`src/rtl/complex_mac_acc.sv`:
```
// rtl/complex_mac_acc.sv - pipelined complex multiply-accumulate with round/saturate output
//
// Streams signed fixed-point complex operand pairs, forms each product with the
// 3-multiplier (Gauss) decomposition, accumulates at full precision across a
// vector delimited by in_last and emits one rounded, saturated result per vector.
//
// Ports:
//   clk, reset            rising-edge clock, asynchronous active-high reset
//   in_valid, in_last     beat qualifier and end-of-vector marker
//   in_conj               per-beat conjugate of b (negates b_i)
//   a_r, a_i, b_r, b_i    signed Q(WIDTH-FRAC).FRAC operand components
//   clear                 synchronous abort of all in-flight and partial work
//   out_valid             one-cycle result strobe
//   out_r, out_i          rounded, saturated result (held between strobes)
//   out_sat               either component clamped on this result

module complex_mac_acc #(
  parameter int WIDTH       = 16,
  parameter int FRAC        = 14,
  parameter int ACC_WIDTH   = 2*WIDTH+10,
  parameter int MULT_CYCLES = 2
) (
  input  logic                    clk,
  input  logic                    reset,
  input  logic                    in_valid,
  input  logic                    in_last,
  input  logic                    in_conj,
  input  logic signed [WIDTH-1:0] a_r,
  input  logic signed [WIDTH-1:0] a_i,
  input  logic signed [WIDTH-1:0] b_r,
  input  logic signed [WIDTH-1:0] b_i,
  input  logic                    clear,
  output logic                    out_valid,
  output logic signed [WIDTH-1:0] out_r,
  output logic signed [WIDTH-1:0] out_i,
  output logic                    out_sat
);

  localparam int PW = WIDTH + 1;       // pre-adder width
  localparam int KW = 2*WIDTH + 2;     // full product width
  localparam int AW = ACC_WIDTH;
  localparam int ML = MULT_CYCLES - 1; // index of last multiplier register

  // Rounding and clamp constants, one bit wider than the accumulator so the
  // rounding add can never wrap.
  localparam logic signed [AW:0] RND  = {{AW{1'b0}}, 1'b1} << (FRAC-1);
  localparam logic signed [AW:0] MAXV = {{(AW+2-WIDTH){1'b0}}, {(WIDTH-1){1'b1}}};
  localparam logic signed [AW:0] MINV = {{(AW+2-WIDTH){1'b1}}, {(WIDTH-1){1'b0}}};

  // ---------------------------------------------------------------------------
  // Stage P: conjugate select and pre-adders
  // ---------------------------------------------------------------------------
  logic                    p_valid_d, p_valid_q;
  logic                    p_last_d,  p_last_q;
  logic signed [PW-1:0]    s0_d, s0_q;
  logic signed [PW-1:0]    s1_d, s1_q;
  logic signed [PW-1:0]    s2_d, s2_q;
  logic signed [WIDTH-1:0] ar_d, ar_q;
  logic signed [WIDTH-1:0] ai_d, ai_q;
  logic signed [WIDTH-1:0] br_d, br_q;
  logic signed [PW-1:0]    bi_adj;

  always_comb begin
    // Negation is done at PW bits so -(-2^(WIDTH-1)) is representable.
    bi_adj    = in_conj ? -PW'(b_i) : PW'(b_i);
    s0_d      = PW'(a_r) + PW'(a_i);
    s1_d      = bi_adj - PW'(b_r);
    s2_d      = PW'(b_r) + bi_adj;
    ar_d      = a_r;
    ai_d      = a_i;
    br_d      = b_r;
    // A beat presented together with clear is dropped.
    p_valid_d = in_valid & ~clear;
    p_last_d  = in_valid & in_last;
  end

  always_ff @(posedge clk or posedge reset) begin
    if (reset) begin
      p_valid_q <= 1'b0;
      p_last_q  <= 1'b0;
      s0_q      <= '0;
      s1_q      <= '0;
      s2_q      <= '0;
      ar_q      <= '0;
      ai_q      <= '0;
      br_q      <= '0;
    end else begin
      p_valid_q <= p_valid_d;
      p_last_q  <= p_last_d;
      s0_q      <= s0_d;
      s1_q      <= s1_d;
      s2_q      <= s2_d;
      ar_q      <= ar_d;
      ai_q      <= ai_d;
      br_q      <= br_d;
    end
  end

  // ---------------------------------------------------------------------------
  // Stage M: three multipliers followed by MULT_CYCLES-1 retiming registers
  // ---------------------------------------------------------------------------
  logic signed [KW-1:0]   k1_d [MULT_CYCLES];
  logic signed [KW-1:0]   k1_q [MULT_CYCLES];
  logic signed [KW-1:0]   k2_d [MULT_CYCLES];
  logic signed [KW-1:0]   k2_q [MULT_CYCLES];
  logic signed [KW-1:0]   k3_d [MULT_CYCLES];
  logic signed [KW-1:0]   k3_q [MULT_CYCLES];
  logic [MULT_CYCLES-1:0] m_valid_d, m_valid_q;
  logic [MULT_CYCLES-1:0] m_last_d,  m_last_q;

  always_comb begin
    // Operands are sign-extended to the product width so the products are exact.
    k1_d[0]      = KW'(br_q) * KW'(s0_q);
    k2_d[0]      = KW'(ar_q) * KW'(s1_q);
    k3_d[0]      = KW'(ai_q) * KW'(s2_q);
    m_valid_d[0] = p_valid_q & ~clear;
    m_last_d[0]  = p_last_q;
    for (int i = 1; i < MULT_CYCLES; i++) begin
      k1_d[i]      = k1_q[i-1];
      k2_d[i]      = k2_q[i-1];
      k3_d[i]      = k3_q[i-1];
      m_valid_d[i] = m_valid_q[i-1] & ~clear;
      m_last_d[i]  = m_last_q[i-1];
    end
  end

  always_ff @(posedge clk or posedge reset) begin
    if (reset) begin
      m_valid_q <= '0;
      m_last_q  <= '0;
      for (int i = 0; i < MULT_CYCLES; i++) begin
        k1_q[i] <= '0;
        k2_q[i] <= '0;
        k3_q[i] <= '0;
      end
    end else begin
      m_valid_q <= m_valid_d;
      m_last_q  <= m_last_d;
      for (int i = 0; i < MULT_CYCLES; i++) begin
        k1_q[i] <= k1_d[i];
        k2_q[i] <= k2_d[i];
        k3_q[i] <= k3_d[i];
      end
    end
  end

  // ---------------------------------------------------------------------------
  // Stage S: post-adders, widened to the accumulator width
  //   pr = k1 - k3 = br*ar - ai*bi,  pi = k1 + k2 = br*ai + ar*bi
  // ---------------------------------------------------------------------------
  logic                 s_valid_d, s_valid_q;
  logic                 s_last_d,  s_last_q;
  logic signed [AW-1:0] pr_d, pr_q;
  logic signed [AW-1:0] pi_d, pi_q;

  always_comb begin
    pr_d      = AW'(k1_q[ML]) - AW'(k3_q[ML]);
    pi_d      = AW'(k1_q[ML]) + AW'(k2_q[ML]);
    s_valid_d = m_valid_q[ML] & ~clear;
    s_last_d  = m_last_q[ML];
  end

  always_ff @(posedge clk or posedge reset) begin
    if (reset) begin
      s_valid_q <= 1'b0;
      s_last_q  <= 1'b0;
      pr_q      <= '0;
      pi_q      <= '0;
    end else begin
      s_valid_q <= s_valid_d;
      s_last_q  <= s_last_d;
      pr_q      <= pr_d;
      pi_q      <= pi_d;
    end
  end

  // ---------------------------------------------------------------------------
  // Stage A: accumulate. first_q marks that the next valid beat starts a new
  // vector, so it overwrites rather than adds; this avoids a separate zeroing
  // cycle between back-to-back vectors.
  // ---------------------------------------------------------------------------
  logic                 first_d, first_q;
  logic                 a_emit_d, a_emit_q;
  logic signed [AW-1:0] acc_r_d, acc_r_q;
  logic signed [AW-1:0] acc_i_d, acc_i_q;

  always_comb begin
    acc_r_d  = acc_r_q;
    acc_i_d  = acc_i_q;
    first_d  = first_q;
    a_emit_d = 1'b0;
    if (clear) begin
      // The beat sitting in S is in flight and is discarded with the rest.
      first_d = 1'b1;
    end else if (s_valid_q) begin
      if (first_q) begin
        acc_r_d = pr_q;
        acc_i_d = pi_q;
      end else begin
        acc_r_d = acc_r_q + pr_q;
        acc_i_d = acc_i_q + pi_q;
      end
      first_d  = s_last_q;
      a_emit_d = s_last_q;
    end
  end

  always_ff @(posedge clk or posedge reset) begin
    if (reset) begin
      first_q  <= 1'b1;
      a_emit_q <= 1'b0;
      acc_r_q  <= '0;
      acc_i_q  <= '0;
    end else begin
      first_q  <= first_d;
      a_emit_q <= a_emit_d;
      acc_r_q  <= acc_r_d;
      acc_i_q  <= acc_i_d;
    end
  end

  // ---------------------------------------------------------------------------
  // Stage R: round half toward +inf, then clamp to the output range.
  // Returns {saturated, value}.
  // ---------------------------------------------------------------------------
  function automatic logic [WIDTH:0] round_sat(input logic signed [AW-1:0] acc);
    logic signed [AW:0] t;
    t = ($signed({acc[AW-1], acc}) + RND) >>> FRAC;
    if (t > MAXV) begin
      round_sat = {1'b1, MAXV[WIDTH-1:0]};
    end else if (t < MINV) begin
      round_sat = {1'b1, MINV[WIDTH-1:0]};
    end else begin
      round_sat = {1'b0, t[WIDTH-1:0]};
    end
  endfunction

  logic                    out_valid_d, out_valid_q;
  logic signed [WIDTH-1:0] out_r_d, out_r_q;
  logic signed [WIDTH-1:0] out_i_d, out_i_q;
  logic                    out_sat_d, out_sat_q;
  logic [WIDTH:0]          rs_r, rs_i;

  always_comb begin
    rs_r        = round_sat(acc_r_q);
    rs_i        = round_sat(acc_i_q);
    out_valid_d = a_emit_q;
    out_r_d     = out_r_q;
    out_i_d     = out_i_q;
    out_sat_d   = out_sat_q;
    if (a_emit_q) begin
      out_r_d   = rs_r[WIDTH-1:0];
      out_i_d   = rs_i[WIDTH-1:0];
      out_sat_d = rs_r[WIDTH] | rs_i[WIDTH];
    end
  end

  always_ff @(posedge clk or posedge reset) begin
    if (reset) begin
      out_valid_q <= 1'b0;
      out_r_q     <= '0;
      out_i_q     <= '0;
      out_sat_q   <= 1'b0;
    end else begin
      out_valid_q <= out_valid_d;
      out_r_q     <= out_r_d;
      out_i_q     <= out_i_d;
      out_sat_q   <= out_sat_d;
    end
  end

  assign out_valid = out_valid_q;
  assign out_r     = out_r_q;
  assign out_i     = out_i_q;
  assign out_sat   = out_sat_q;

endmodule

```
`config.mk`:
```
export PLATFORM = sky130hd
export DESIGN_NAME = complex_mac_acc
export DESIGN_NICKNAME = d
export VERILOG_FILES = /design/src/rtl/complex_mac_acc.sv
export SDC_FILE = /design/constraint.sdc
export NUM_CORES = 2
export LEC_CHECK = 0
export BUFFER_PORTS_ARGS = -buffer_cell sky130_fd_sc_hd__buf_2
export CAP_MARGIN = 20
export CORE_MARGIN = 5
export CORE_UTILIZATION = 65
export CTS_BUF_LIST = sky130_fd_sc_hd__clkbuf_8
export CTS_CLUSTER_DIAMETER = 80
export DETAILED_ROUTE_END_ITERATION = 8
export PLACE_DENSITY = 0.82
export SYNTH_ARGS = -nofsm -noshare
export SYNTH_HDL_FRONTEND = slang
export SYNTH_SLANG_ARGS = --single-unit
```
`constraint.sdc`:
```
create_clock -name clk -period 53.3 [get_ports clk]
set_clock_uncertainty 0.05 [all_clocks]
set_input_delay 10.66 -clock clk [delete_from_list [all_inputs] [get_ports clk]]
set_output_delay 10.66 -clock clk [all_outputs]
set_load 0.05 [all_outputs]
```
==> impl_metrics.yaml <==
run_status:
  status: "complete, no violations"
detailed_routing:
  ant_nets: 0
  drtIter0Drc: 2741
  via_count: 40000
  drtPass1Iterations: 5
  drcViolationCount: 0
  routedWlPerCell_um: 18.7
  wirelength_um: 131000
  viasPerCell: 5.70
floorplanning:
  fp.coreArea_um2: 85000
  die_y_um: 302
  pin_count: 104
  start_util_pct: 65.4
  die_area_um2: 91500
  placementRows: 107
  fp.dieW_um: 302
setup_path:
  crit_slowest_cell: "o41ai_1"
  crit_required_ns: 53.86
  critPathKind: "in2reg"
  max_stage_delay_ns: 0.65
  crit_path_start: "b_i[0]"
  r2r_start: "ar_q[1]$_DFF_PP0_"
  cp.arrival_ns: 14.60
  worstPathCellList: "buf_2 > inv_1 > ha_1 > nand2_1 > o21ai_0 > fa_1 > a21o_1 > a21oi_1 > o21ai_0 > a21oi_1 > nor2_1 > o21ai_0 > a21oi_1 > o41ai_1 > o2111ai_1 > a21oi_1 > xor2_1"
  r2r_slack_ns: 45.65
  cp-end-kind: "flop"
  start_kind: "input pin"
  cpMostUsedCell: "a21oi_1"
  ff2ff_path_depth: 23
  endpoint: "s1_q[16]$_DFF_PP0_"
  r2r-end: "k2_d[32]$_DFF_PP0_"
  cp_max_fo: 4
synth:
  synth_area_um2: 55600
  synth_seq_area_share_pct: 22.2
  ys_ff_latch: 492
  netlist_instances: 5790
  syn-num-nets: 7146
  synth_edf_count: 0
  ys.flop_type: "dfrtp_1"
  synthArstFlopShare_pct: 100
  synth_warnings: 0
  synth.avg_cell_area_um2: 9.60
  synth_cell_types: 91
cts:
  cts_sinks: 492
  cts_resized: 0
  insertion_delay_ns: 0.71
  ctsHoldBuffers: 0
  clockRootBuffer: "clkbuf_8"
  ctsHtreeMaxLevel: 3
  cts_tree: "built"
  numCtsBuffers: 79
  cts_buffer_depth: 3
  cts_setup_buffers: 0
  clkTransAtPathRegs_ns: 0.06
global_routing:
  grt_pass1_vias: 42600
  antenna_found_initial: 11
  grt_pass1_wl_um: 218000
  grtUsageTotal_pct: 29.8
  grt_max_degree: 127
  gr-total-overflow: 0
layout:
  nets: 7172
  drive_gt1_share_pct: 4.77
  syn_to_final_growth_pct: 5.53
  nFillCells: 6268
sta:
  fin_crit_ns: 14.04
  fin_crit_sh_pct: 26.3
  slew_headroom_pct: 29.5
  finalSetupTns_ns: 0
  fmax_ghz: 0.0712
  drv_slew: 0
  finalSetupViolCount: 0
  rsz0062_at_grt: "false"
  holdWs_ns: 0.268
  hold_viol: 0
  worst_pin_slew_ns: 1.05
min_path:
  holdCritPathClass: "reg2reg"
job:
  cap_viol_max_count: 0
placed_design:
  port_buffers: 103
  gp_congestion: 0.976
  dp_hpwl_um: 103000
[critical path: cells and delay by family]
kind	cells	cell delay, ns
xor+xnor	1	0.16
simple gates	2	0.15
compound gates	10	2.55
fa+ha+maj	2	0.84
buf+inv	2	0.21
[area by class of cell]
class | count | area, µm² | area share (%)
Clock buffer | 100 | 1380 | 2.35
Tap cell | 1144 | 1430 | 2.44
Multi-Input combinational cell | 4091 | 38700 | 66.0
Sequential cell | 492 | 12300 | 21.0
Antenna cell | 5 | 12.5 | 0.0213
Timing Repair Buffer | 121 | 671 | 1.14
Inverter | 1031 | 3880 | 6.61
Clock inverter | 40 | 245 | 0.418
[synthesized netlist by cell type, drive strengths merged (12+ instances only)]
| master | count | area (µm²) |
|---|---|---|
| nand4 | 27 | 184 |
| o211ai | 12 | 90.1 |
| a31oi | 35 | 225 |
| o22a | 34 | 298 |
| nand3 | 69 | 350 |
| nand2b | 44 | 275 |
| o21a | 34 | 255 |
| clkbuf | 162 | 609 |
| o31ai | 12 | 90.1 |
| nor3 | 50 | 272 |
| a21o | 134 | 1010 |
| a211oi | 13 | 97.6 |
| nand2 | 578 | 2170 |
| buf | 14 | 77.6 |
| and3 | 28 | 175 |
| o21ai | 205 | 1030 |
| o41ai | 13 | 121 |
| dfrtp | 491 | 12300 |
| and2 | 411 | 2570 |
| a21oi | 261 | 1320 |
| or3 | 14 | 87.6 |
| xnor2 | 228 | 2000 |
| fa | 835 | 16700 |
| xor2 | 97 | 850 |
| o21bai | 40 | 304 |
| ha | 451 | 5640 |
| nor4 | 12 | 81.3 |
| inv | 1031 | 3870 |
| nor2 | 286 | 1080 |
| nor2b | 38 | 240 |
[state kept, by name, indices dropped and copies added (netlist names), 17 cells and up]
| name | count |
|---|---|
| s0_q | 17 |
| k3_d | 33 |
| k2_d | 33 |
| pi_q | 34 |
| k1_d | 33 |
| k2_q | 33 |
| k1_q | 33 |
| pr_q | 34 |
| acc_i_q | 42 |
| s2_q | 17 |
| acc_r_q | 42 |
| k3_q | 33 |
[layer usage]
layer	share of wire, %	global-route usage (%)	up-vias
li1	-	-	18300
met1	39	37.8	19700
met2	46	48.7	1545
met3	8.6	7.39	439
met4	5.6	14.2	14
met5	0.076	0	-
[metrics by stage]
stage                     instances  utilization (%)  worst slack, ns  cell area (µm²)
final                          7024             69.0            39.26            58700
after global routing           7022             69.0            39.03            58700
after CTS                      7018             68.9            39.32            58600
after detailed placement       6878             67.0            38.64            57000
after global placement         6878             67.0            38.66            57000
after floorplan                5790                -            28.86            55600
[kinds of logic (layout without fill, tap and decap cells)]
kind of cell    after synthesis  count (layout)  share of synthesized area, %
simple gates               1587            1587                          13.9
fa+ha+maj                  1286            1286                          40.2
buf+inv                    1207            1292                          8.20
compound gates              879             879                          10.1
flops                       492             492                          22.2
xor+xnor                    325             325                          5.12
mux                          14              14                         0.259
other cells                   0               5                             0
[worst min-delay path by stage]
stage,startpoint,endpoint,slack [ns],cells after the start
finish,k1_d[24]$_DFF_PP0_,k1_q[24]$_DFF_PP0_,0.27,0
global route,k1_d[0]$_DFF_PP0_,k1_q[0]$_DFF_PP0_,0.28,0
CTS,k1_d[24]$_DFF_PP0_,k1_q[24]$_DFF_PP0_,0.25,0
detailed placement,k1_d[11]$_DFF_PP0_,k1_q[11]$_DFF_PP0_,0.28,0
global placement,k2_d[8]$_DFF_PP0_,k2_q[8]$_DFF_PP0_,0.28,0
floorplan,k1_d[0]$_DFF_PP0_,k1_q[0]$_DFF_PP0_,0.28,0
[cell usage in the layout (no fill, tap or decap), types with 6 or more instances in the layout]
master and instances:
nand2_1 576, o211ai_1 12, o41ai_1 12, nor4_1 11, mux2i_1 11, o31a_1 6, a221o_1 11, nand4_1 26
a21oi_1 258, o2111ai_1 6, nor3_1 47, nand2b_1 44, a21boi_0 9, o21a_1 34, nand3_1 68, or3_1 14
and2_1 411, a31oi_1 34, o31ai_1 12, a221oi_1 6, inv_1 1048, dfrtp_1 491, clkbuf_8 100, buf_2 103
nor2b_1 36, nor2_1 284, clkinv_2 13, o22a_1 34, a21o_1 134, o21ai_0 190, xnor2_1 228, fa_1 835
buf_4 17, o21bai_1 39, o21ai_1 14, xor2_1 97, ha_1 451, a211oi_1 13, and3_1 28
Power is not shown: default switching activity piles up to over one toggle a cycle in this logic, so the estimate is an artifact.
